==> src/rtl/ms_pkg.sv <==
// rtl/ms_pkg.sv - shared types and constants for the minesweeper controller
//
// Purpose: board geometry, cell encoding, controller state and command opcodes.
// Ports:   none (package).
package ms_pkg;

  localparam int ROWS = 8;
  localparam int COLS = 8;

  typedef logic [3:0] cell_t;

  localparam cell_t CELL_BOMB = 4'hF;

  typedef enum logic [2:0] {
    IDLE  = 3'd0,
    PLACE = 3'd1,
    COUNT = 3'd2,
    PLAY  = 3'd3,
    WON   = 3'd4,
    LOST  = 3'd5
  } state_t;

  typedef enum logic [1:0] {
    OP_REVEAL = 2'b00,
    OP_FLAG   = 2'b01
  } cmd_op_t;

endpackage

==> src/rtl/neighbour_count.sv <==
// rtl/neighbour_count.sv - combinational bomb-neighbour counter for one cell
//
// Purpose: counts bombs among the up to 8 neighbours of (row, col), with no
//          wrap across board edges, and reports whether the cell is a bomb.
// Ports:
//   bomb_mask  in  ROWS*COLS  bit r*COLS+c set means a bomb at (r,c)
//   row        in  row of the cell under test
//   col        in  column of the cell under test
//   count      out 4-bit neighbour bomb count (0..8)
//   is_bomb    out cell itself holds a bomb
module neighbour_count
  import ms_pkg::*;
#(
  parameter int ROWS = ms_pkg::ROWS,
  parameter int COLS = ms_pkg::COLS
) (
  input  logic [ROWS*COLS-1:0]     bomb_mask,
  input  logic [$clog2(ROWS)-1:0]  row,
  input  logic [$clog2(COLS)-1:0]  col,
  output cell_t                    count,
  output logic                     is_bomb
);

  localparam int IDX_W = $clog2(ROWS*COLS);

  always_comb begin
    count   = '0;
    is_bomb = bomb_mask[IDX_W'(int'(row) * COLS + int'(col))];
    for (int dr = -1; dr <= 1; dr++) begin
      for (int dc = -1; dc <= 1; dc++) begin
        // Bounds are checked on signed coordinates so that edge cells never
        // pick up bits from the opposite side of the board.
        if (!(dr == 0 && dc == 0) &&
            (int'(row) + dr >= 0) && (int'(row) + dr < ROWS) &&
            (int'(col) + dc >= 0) && (int'(col) + dc < COLS)) begin
          if (bomb_mask[IDX_W'((int'(row) + dr) * COLS + int'(col) + dc)]) begin
            count = count + 4'd1;
          end
        end
      end
    end
  end

endmodule

==> src/rtl/minesweeper_ctrl.sv <==
// rtl/minesweeper_ctrl.sv - game sequencer for the minesweeper board
//
// Purpose: starts the bomb placer, builds the neighbour-count board one cell
//          per cycle, then services reveal/flag commands and declares win/loss.
// Ports:
//   clk, rst          clock, asynchronous active-low reset
//   start             one-cycle pulse, begins a new game (IDLE/WON/LOST only)
//   numero_bombas     bomb count, sampled on an accepted start
//   place_start       one-cycle pulse to the bomb placer
//   place_done        placer finished, bomb_map valid this cycle
//   bomb_map          bomb positions, bit r*COLS+c
//   cmd_valid/ready   command handshake, ready only in PLAY
//   cmd_op            00 reveal, 01 flag toggle, others ignored
//   cmd_row, cmd_col  command target cell
//   board             per-cell value: 0..8 neighbour count or 4'hF bomb
//   revealed, flagged per-cell masks
//   busy              high while placing or counting
//   game_won, game_lost  level outputs for the final states
module minesweeper_ctrl
  import ms_pkg::*;
#(
  parameter int ROWS  = ms_pkg::ROWS,
  parameter int COLS  = ms_pkg::COLS,
  parameter int CNT_W = 7
) (
  input  logic                             clk,
  input  logic                             rst,
  input  logic                             start,
  input  logic [5:0]                       numero_bombas,
  output logic                             place_start,
  input  logic                             place_done,
  input  logic [ROWS*COLS-1:0]             bomb_map,
  input  logic                             cmd_valid,
  output logic                             cmd_ready,
  input  logic [1:0]                       cmd_op,
  input  logic [2:0]                       cmd_row,
  input  logic [2:0]                       cmd_col,
  output logic [ROWS-1:0][COLS-1:0][3:0]   board,
  output logic [ROWS*COLS-1:0]             revealed,
  output logic [ROWS*COLS-1:0]             flagged,
  output logic                             busy,
  output logic                             game_won,
  output logic                             game_lost
);

  localparam int IDX_W = $clog2(ROWS*COLS);
  localparam int RW    = $clog2(ROWS);
  localparam int CW    = $clog2(COLS);

  state_t                 state;
  logic [ROWS*COLS-1:0]   bomb_q;
  logic [5:0]             nb_q;
  logic [CNT_W-1:0]       safe_cnt;
  // The COUNT cell index is kept as separate row/column counters so that no
  // divide is needed to address the neighbour counter.
  logic [RW-1:0]          row_q;
  logic [CW-1:0]          col_q;

  cell_t                  nc_count;
  logic                   nc_is_bomb;

  logic [IDX_W-1:0]       tgt;
  logic [CNT_W-1:0]       safe_next;
  logic [CNT_W-1:0]       win_target;

  assign tgt        = IDX_W'(cmd_row) * IDX_W'(COLS) + IDX_W'(cmd_col);
  assign safe_next  = safe_cnt + 1'b1;
  assign win_target = CNT_W'(ROWS*COLS) - CNT_W'(nb_q);

  neighbour_count #(
    .ROWS (ROWS),
    .COLS (COLS)
  ) u_neighbour_count (
    .bomb_mask (bomb_q),
    .row       (row_q),
    .col       (col_q),
    .count     (nc_count),
    .is_bomb   (nc_is_bomb)
  );

  always_ff @(posedge clk or negedge rst) begin
    if (!rst) begin
      state       <= IDLE;
      bomb_q      <= '0;
      nb_q        <= '0;
      safe_cnt    <= '0;
      row_q       <= '0;
      col_q       <= '0;
      board       <= '0;
      revealed    <= '0;
      flagged     <= '0;
      place_start <= 1'b0;
      cmd_ready   <= 1'b0;
      busy        <= 1'b0;
      game_won    <= 1'b0;
      game_lost   <= 1'b0;
    end else begin
      place_start <= 1'b0;
      case (state)
        IDLE, WON, LOST: begin
          if (start && numero_bombas != 6'd0) begin
            nb_q        <= numero_bombas;
            board       <= '0;
            revealed    <= '0;
            flagged     <= '0;
            safe_cnt    <= '0;
            place_start <= 1'b1;
            busy        <= 1'b1;
            game_won    <= 1'b0;
            game_lost   <= 1'b0;
            state       <= PLACE;
          end
        end

        PLACE: begin
          if (place_done) begin
            bomb_q <= bomb_map;
            row_q  <= '0;
            col_q  <= '0;
            state  <= COUNT;
          end
        end

        COUNT: begin
          board[row_q][col_q] <= nc_is_bomb ? CELL_BOMB : nc_count;
          if (col_q == CW'(COLS-1)) begin
            col_q <= '0;
            if (row_q == RW'(ROWS-1)) begin
              busy      <= 1'b0;
              cmd_ready <= 1'b1;
              state     <= PLAY;
            end else begin
              row_q <= row_q + 1'b1;
            end
          end else begin
            col_q <= col_q + 1'b1;
          end
        end

        PLAY: begin
          // cmd_ready is high throughout PLAY, so cmd_valid alone means accept.
          if (cmd_valid) begin
            if (cmd_op == OP_REVEAL) begin
              if (!flagged[tgt] && !revealed[tgt]) begin
                if (bomb_q[tgt]) begin
                  // The hit cell is itself in bomb_q, so OR-ing the map
                  // exposes it together with every other bomb.
                  revealed  <= revealed | bomb_q;
                  cmd_ready <= 1'b0;
                  game_lost <= 1'b1;
                  state     <= LOST;
                end else begin
                  revealed[tgt] <= 1'b1;
                  safe_cnt      <= safe_next;
                  if (safe_next == win_target) begin
                    cmd_ready <= 1'b0;
                    game_won  <= 1'b1;
                    state     <= WON;
                  end
                end
              end
            end else if (cmd_op == OP_FLAG) begin
              if (!revealed[tgt]) begin
                flagged[tgt] <= ~flagged[tgt];
              end
            end
          end
        end

        default: state <= IDLE;
      endcase
    end
  end

endmodule

==> config.mk <==
export PLATFORM = sky130hd
export DESIGN_NAME = minesweeper_ctrl
export DESIGN_NICKNAME = d
export VERILOG_FILES = /design/src/rtl/ms_pkg.sv /design/src/rtl/neighbour_count.sv /design/src/rtl/minesweeper_ctrl.sv
export SDC_FILE = /design/constraint.sdc
export NUM_CORES = 1
export LEC_CHECK = 0
export CAP_MARGIN = 15
export CORE_UTILIZATION = 53
export CTS_CLUSTER_SIZE = 40
export DETAILED_ROUTE_END_ITERATION = 10
export GPL_TIMING_DRIVEN = 0
export PLACE_DENSITY = 0.79
export SLEW_MARGIN = 20
export SYNTH_ARGS = -nofsm -noshare
export SYNTH_HDL_FRONTEND = slang
export SYNTH_SLANG_ARGS = --single-unit
==> constraint.sdc <==
create_clock -name clk -period 9.9 [get_ports clk]
set_input_delay 1.98 -clock clk [delete_from_list [all_inputs] [get_ports clk]]
set_output_delay 1.98 -clock clk [all_outputs]
set_load 0.005 [all_outputs]
==> out/metrics.csv, run 1 <==
metric;value;unit
run_status;finished clean;
clock_sink_count;475;
timing.final.ws_setup;0.370;ns
path_buf_inv;10;
ir_drop;603;uV
synth_area_leaders;dfrtp_1, mux2_2, nand2_1;
cp_top_family;buffers and inverters;
ant_nets;0;
ios;472;
yosysSeqAreaShare;0.485;
antenna_found_initial;2;
clockRootBuffer;clkbuf_16;
hold_depth;2;
cts.path.max_buffers;3;
path_max_fanout;10;
finalHoldViolations;0;
synth_top_area_share;0.485;
required;10.38;ns
layout_min_cycle_time;9.53;ns
final_cell_mix;dfrtp_1, clkdlybuf4s50_1, nand2_1;
cts_htree_levels;2;
wirelength;102000;um
via_per_inst;6.62;
synthCells;2518;
nets;3149;
place.port_buffers;470;
path_class;flop to flop;
synth_fp_nets;2620;
critPathCaptureType;flop;
syn_area_per_cell;9.74;um2
cp_slowest_cell;clkbuf_1;
multi_input_area;0.0117;mm2
powerDensity;363;mW/mm2
max-cap-violations;0;
cts_buffers;51;
seqCellArea;0.0119;mm2
relSlewSlack;0.133;
finalPower;11600;uW
cts_tree;built;
die_w;217;um
fmax;0.105;GHz
ys_ff_latch;475;
hold_class;flop to flop;
cts.clk_slew.worst_paths;0.06;ns
synth_edf_count;0;
synth.largest_area_cell;dfrtp_1;
grt_pass1_vias;23800;
cpPeakStageDelay;0.47;ns
drt_iter0_markers;3087;
period_share;0.963;
maxSlewViolCount;0;
n_fill_cell;3495;
routabilityCongestion;1.04;
hpwl;75300;um
ys_async_sr_fraction;1.00;
clock_latency;0.63;ns
drc;0;
setup_tns;0;ns
grt_pass1_wl;151000;um
fp.dieArea;0.0471;mm2
grt-ovfl-total;0;
final_common_cell;dfrtp_1;
track_usage;0.431;
worst_r2r_path_depth;40;
placementRows;78;
crit_arrival;10.01;ns
drt_pass1_iterations;7;
rsz0062_at_grt;no;
die_h;217;um
cp.depth;40;
start_util;0.539;
r2r_setup_slack;0.37;ns
tightest_slew;1.30;ns
wl_per_cell;27.8;um
worst_hold_slack;0.482;ns
layout-drive-gt1-share;0.125;
area_delta_synth_final;30.3;%
critical_path.most_common_cell;ha_1;
leakage;0.0132;uW
yosys_warnings;0;
synth_area;0.0245;mm2
num_vias;24400;
setup_violations;0;
dp_slack;0.0588;ns
core;0.0455;mm2
grt_max_degree;104;
synthFlopType;dfrtp_1;
postCtsSetupRepairBufs;0;
synth.distinct_cells;85;
holdBufCountCts;0;
skew;0.0303;ns
startpoint_type;flop;
[power breakdown]
part           total (uW)  internal, uW  leakage [uW]  switching (uW)
combinational        6610          2210       0.00591            4400
sequential           2920          2280       0.00643             640
clock                2080          1230      0.000875             843
total               11600          5720        0.0132            5890
[routing by layer]
metal | wire [um] | share of wire | up-vias | GRT usage
li1 | - | - | 10100 | -
met1 | 37900 | 0.37 | 12000 | 0.567
met2 | 45900 | 0.45 | 1872 | 0.658
met3 | 12400 | 0.12 | 442 | 0.117
met4 | 6260 | 0.061 | 0 | 0.219
met5 | 0 | 0 | - | 0
[final timing paths]
kind	end	start
setup / recovery	board[146]	col_q[1]
hold / removal	board[107]	board[107]
setup reg to reg	board[146]	col_q[1]
hold reg to reg	board[107]	board[107]
max in group asynchronous	board[133]	rst
min in group asynchronous	flagged[57]	rst
[state kept, by name, indices dropped and copies added (netlist names)]
name and flops:
revealed 64, cmd_ready 1, busy 1, game_lost 1, board 256, row_q 3
col_q 3, place_start 1, state 3, bomb_q 64, flagged 64, game_won 1
nb_q 6, safe_cnt 7
[layout make-up]
class,count,share of cell area
clock inverter,19,0.0105
inverter,27,0.00317
timing repair buffer,476,0.151
antenna,2,0.000157
tap,600,0.0235
buffer,184,0.0266
clock buffer,74,0.0455
sequential,475,0.372
multi-input combinational,1832,0.367
[Yosys cell counts, types with 11 or more instances]
cell and count:
a211oi_1 12, a21oi_1 138, a221oi_1 16, a22o_1 16, a22oi_1 72, a31oi_1 20, buf_2 11, clkbuf_1 148
dfrtp_1 475, ha_1 19, inv_1 25, mux2_2 149, mux2i_1 21, mux4_1 15, mux4_2 22, nand2_1 383
nand3_1 63, nor2_1 253, nor3_1 16, o21ai_0 286, o21ai_2 60, o22ai_1 12, o31ai_1 78, xnor2_1 28
[tightest hold or removal path: stages, from the launching register on]
cell     delay [ns]
dfrtp_1        0.34
nand2_1        0.06
o21ai_2        0.05
[metrics by stage]
stage | area [um2] | cells | util
after floorplan | 24500 | 2518 | -
after global placement | 30000 | 3588 | 0.659
after detailed placement | 30100 | 3594 | 0.662
after CTS | 31900 | 3687 | 0.702
after global routing | 31900 | 3688 | 0.702
final | 32000 | 3689 | 0.703
[kinds of logic (layout without fill, tap and decap cells)]
group | after synthesis | count (layout) | synth area share
simple gates | 797 | 797 | 0.137
compound gates | 769 | 769 | 0.201
flops | 475 | 475 | 0.485
buf+inv | 211 | 780 | 0.0384
mux | 208 | 208 | 0.114
xor+xnor | 39 | 39 | 0.0148
fa+ha+maj | 19 | 19 | 0.00969
other cells | 0 | 2 | 0
[what timing repair did]
action	4_1_cts	5_1_grt
endpoints found under the hold margin	0	0
gates resized for setup	0	16
endpoints found under the setup margin	0	99
(Power assumes the default switching activity.)
==> run 2, diff against run 1 <==
TNS_END_PERCENT = 5   (was default)
==> run 2 against run 1 <==
  * Non-clock buffer count unchanged
  * Global-route usage unchanged
  * Via count about the same
  * Final area about the same
  * Critical path depth unchanged
  * Worst setup slack worse by 0.062 ns
  * Clock-buffer cell count unchanged
  * Clock skew down 0.0026 ns
  * Routed wire length down 0.15%
  * Sequential cell count unchanged
  * Critical path type unchanged
  * Critical endpoint is now board[10]
  * Largest cell class unchanged
==> out/metrics.csv, run 2 (synthesis gave the netlist of run 1 again) <==
metric;value;unit
r2r_end;board[10];
fp.dieArea;0.0471;mm2
grt_pass1_wl;151000;um
start_util;0.539;
drt_iter0_markers;3047;
startpoint_type;flop;
period_share;0.969;
crit_arrival;10.05;ns
cts_htree_levels;2;
cts.clk_slew.worst_paths;0.06;ns
ios;472;
antenna_found_initial;2;
routabilityCongestion;1.04;
setup_violations;0;
final_util;0.702;
r2r_setup_slack;0.31;ns
track_usage;0.431;
worst_r2r_path_depth;40;
holdBufCountCts;0;
cts-resized-gates;0;
cts_buffers;51;
num_vias;24400;
cts_tree;built;
layout-drive-gt1-share;0.124;
clockRootBuffer;clkbuf_16;
largest_register_ffs;256;
crit_end;board[10];
cts.path.max_buffers;3;
layout_min_cycle_time;9.59;ns
ir_drop;583;uV
core;0.0455;mm2
largest_register;board;
grt_pass1_vias;23800;
nets;3149;
final_cell_mix;dfrtp_1, clkdlybuf4s50_1, nand2_1;
clock_latency;0.63;ns
tightest_slew;1.32;ns
drc;0;
critical_path.most_common_cell;ha_1;
clock_sink_count;475;
grt-ovfl-total;0;
die_h;217;um
worst_hold_slack;0.482;ns
wirelength;102000;um
skew;0.0277;ns
hold_class;flop to flop;
via_per_inst;6.61;
powerDensity;363;mW/mm2
final_common_cell;dfrtp_1;
hpwl;75300;um
required;10.36;ns
ant_nets;0;
placementRows;78;
max-cap-violations;0;
run_status;finished clean;
fmax;0.104;GHz
wl_per_cell;27.7;um
rsz0062_at_grt;yes;
finalHoldViolations;0;
path_max_fanout;10;
postCtsSetupRepairBufs;0;
area_delta_synth_final;30.3;%
critPathCaptureType;flop;
timing.rr.start;col_q[1];
grt_max_degree;104;
place.port_buffers;470;
cp_slowest_cell;clkbuf_1;
die_w;217;um
leakage;0.0132;uW
drt_pass1_iterations;6;
path_class;flop to flop;
cpPeakStageDelay;0.55;ns
setup.worst_path.start;col_q[1];
relSlewSlack;0.123;
maxSlewViolCount;0;
==> run 2: cell types whose count changed in the layout (fill, tap and decap cells not counted) <==
cell      delta
clkbuf_2     -4
buf_1        +1
clkbuf_1     +3
==> run 2: area by class of cell <==
type                    count  area, um2
well taps                 600        751
clock buffers              74       1450
flip-flops and latches    475      11900
repair buffers            476       4830
plain buffers             184        845
fillers                  3496      13500
multi-input cells        1832      11700
inverters                  27        101
diodes                      2       5.00
clock inverters            19        335
==> run 2: how the worst min path moves through the flow <==
stage	startpoint	endpoint	slack, ns	cells after the start
after global routing	board[99]	board[99]	0.50	2
after floorplan	nb_q[5]	nb_q[5]	0.46	2
after detailed placement	board[7]	board[7]	0.47	2
after global placement	board[103]	board[103]	0.46	2
final	board[107]	board[107]	0.48	2
after CTS	board[7]	board[7]	0.48	2
==> run 2: routing by layer <==
metal,vias to the layer above,routed length [um],global-route usage
met4,0,6150,0.219
met5,-,0,0
met3,424,12600,0.117
li1,10100,-,-
met1,12000,37700,0.567
met2,1883,45900,0.658
==> run 2: power by group <==
part           internal (uW)  total [uW]  leakage, uW  switching, uW
Sequential              2280        2920      0.00643            638
Combinational           2200        6590      0.00590           4390
Clock                   1230        2070     0.000875            842
==> run 2: per-stage QoR <==
stage	std cells	setup TNS, ns	setup WS [ns]	instance area [um2]	power (uW)
after detailed placement	3594	0	0.0588	30100	9190
after global routing	3688	-0.582	-0.0865	31900	12000
after floorplan	2518	0	2.24	24500	6490
after global placement	3588	-6380.88	-13.52	30000	9020
after CTS	3687	0	0.0636	31900	11300
final	3689	0	0.308	31900	11600
==> run 2: critical path, delay by kind of cell, from the launching register on <==
kind / cells / cell delay (ns)
AO/OA/AOI/OAI: 8 / 1.52
adder cells (fa/ha/maj): 7 / 2.03
buffers and inverters: 10 / 2.37
XOR/XNOR: 2 / 0.34
AND/OR/NAND/NOR: 9 / 1.64
multiplexers: 4 / 1.06
flip-flops: 1 / 0.45
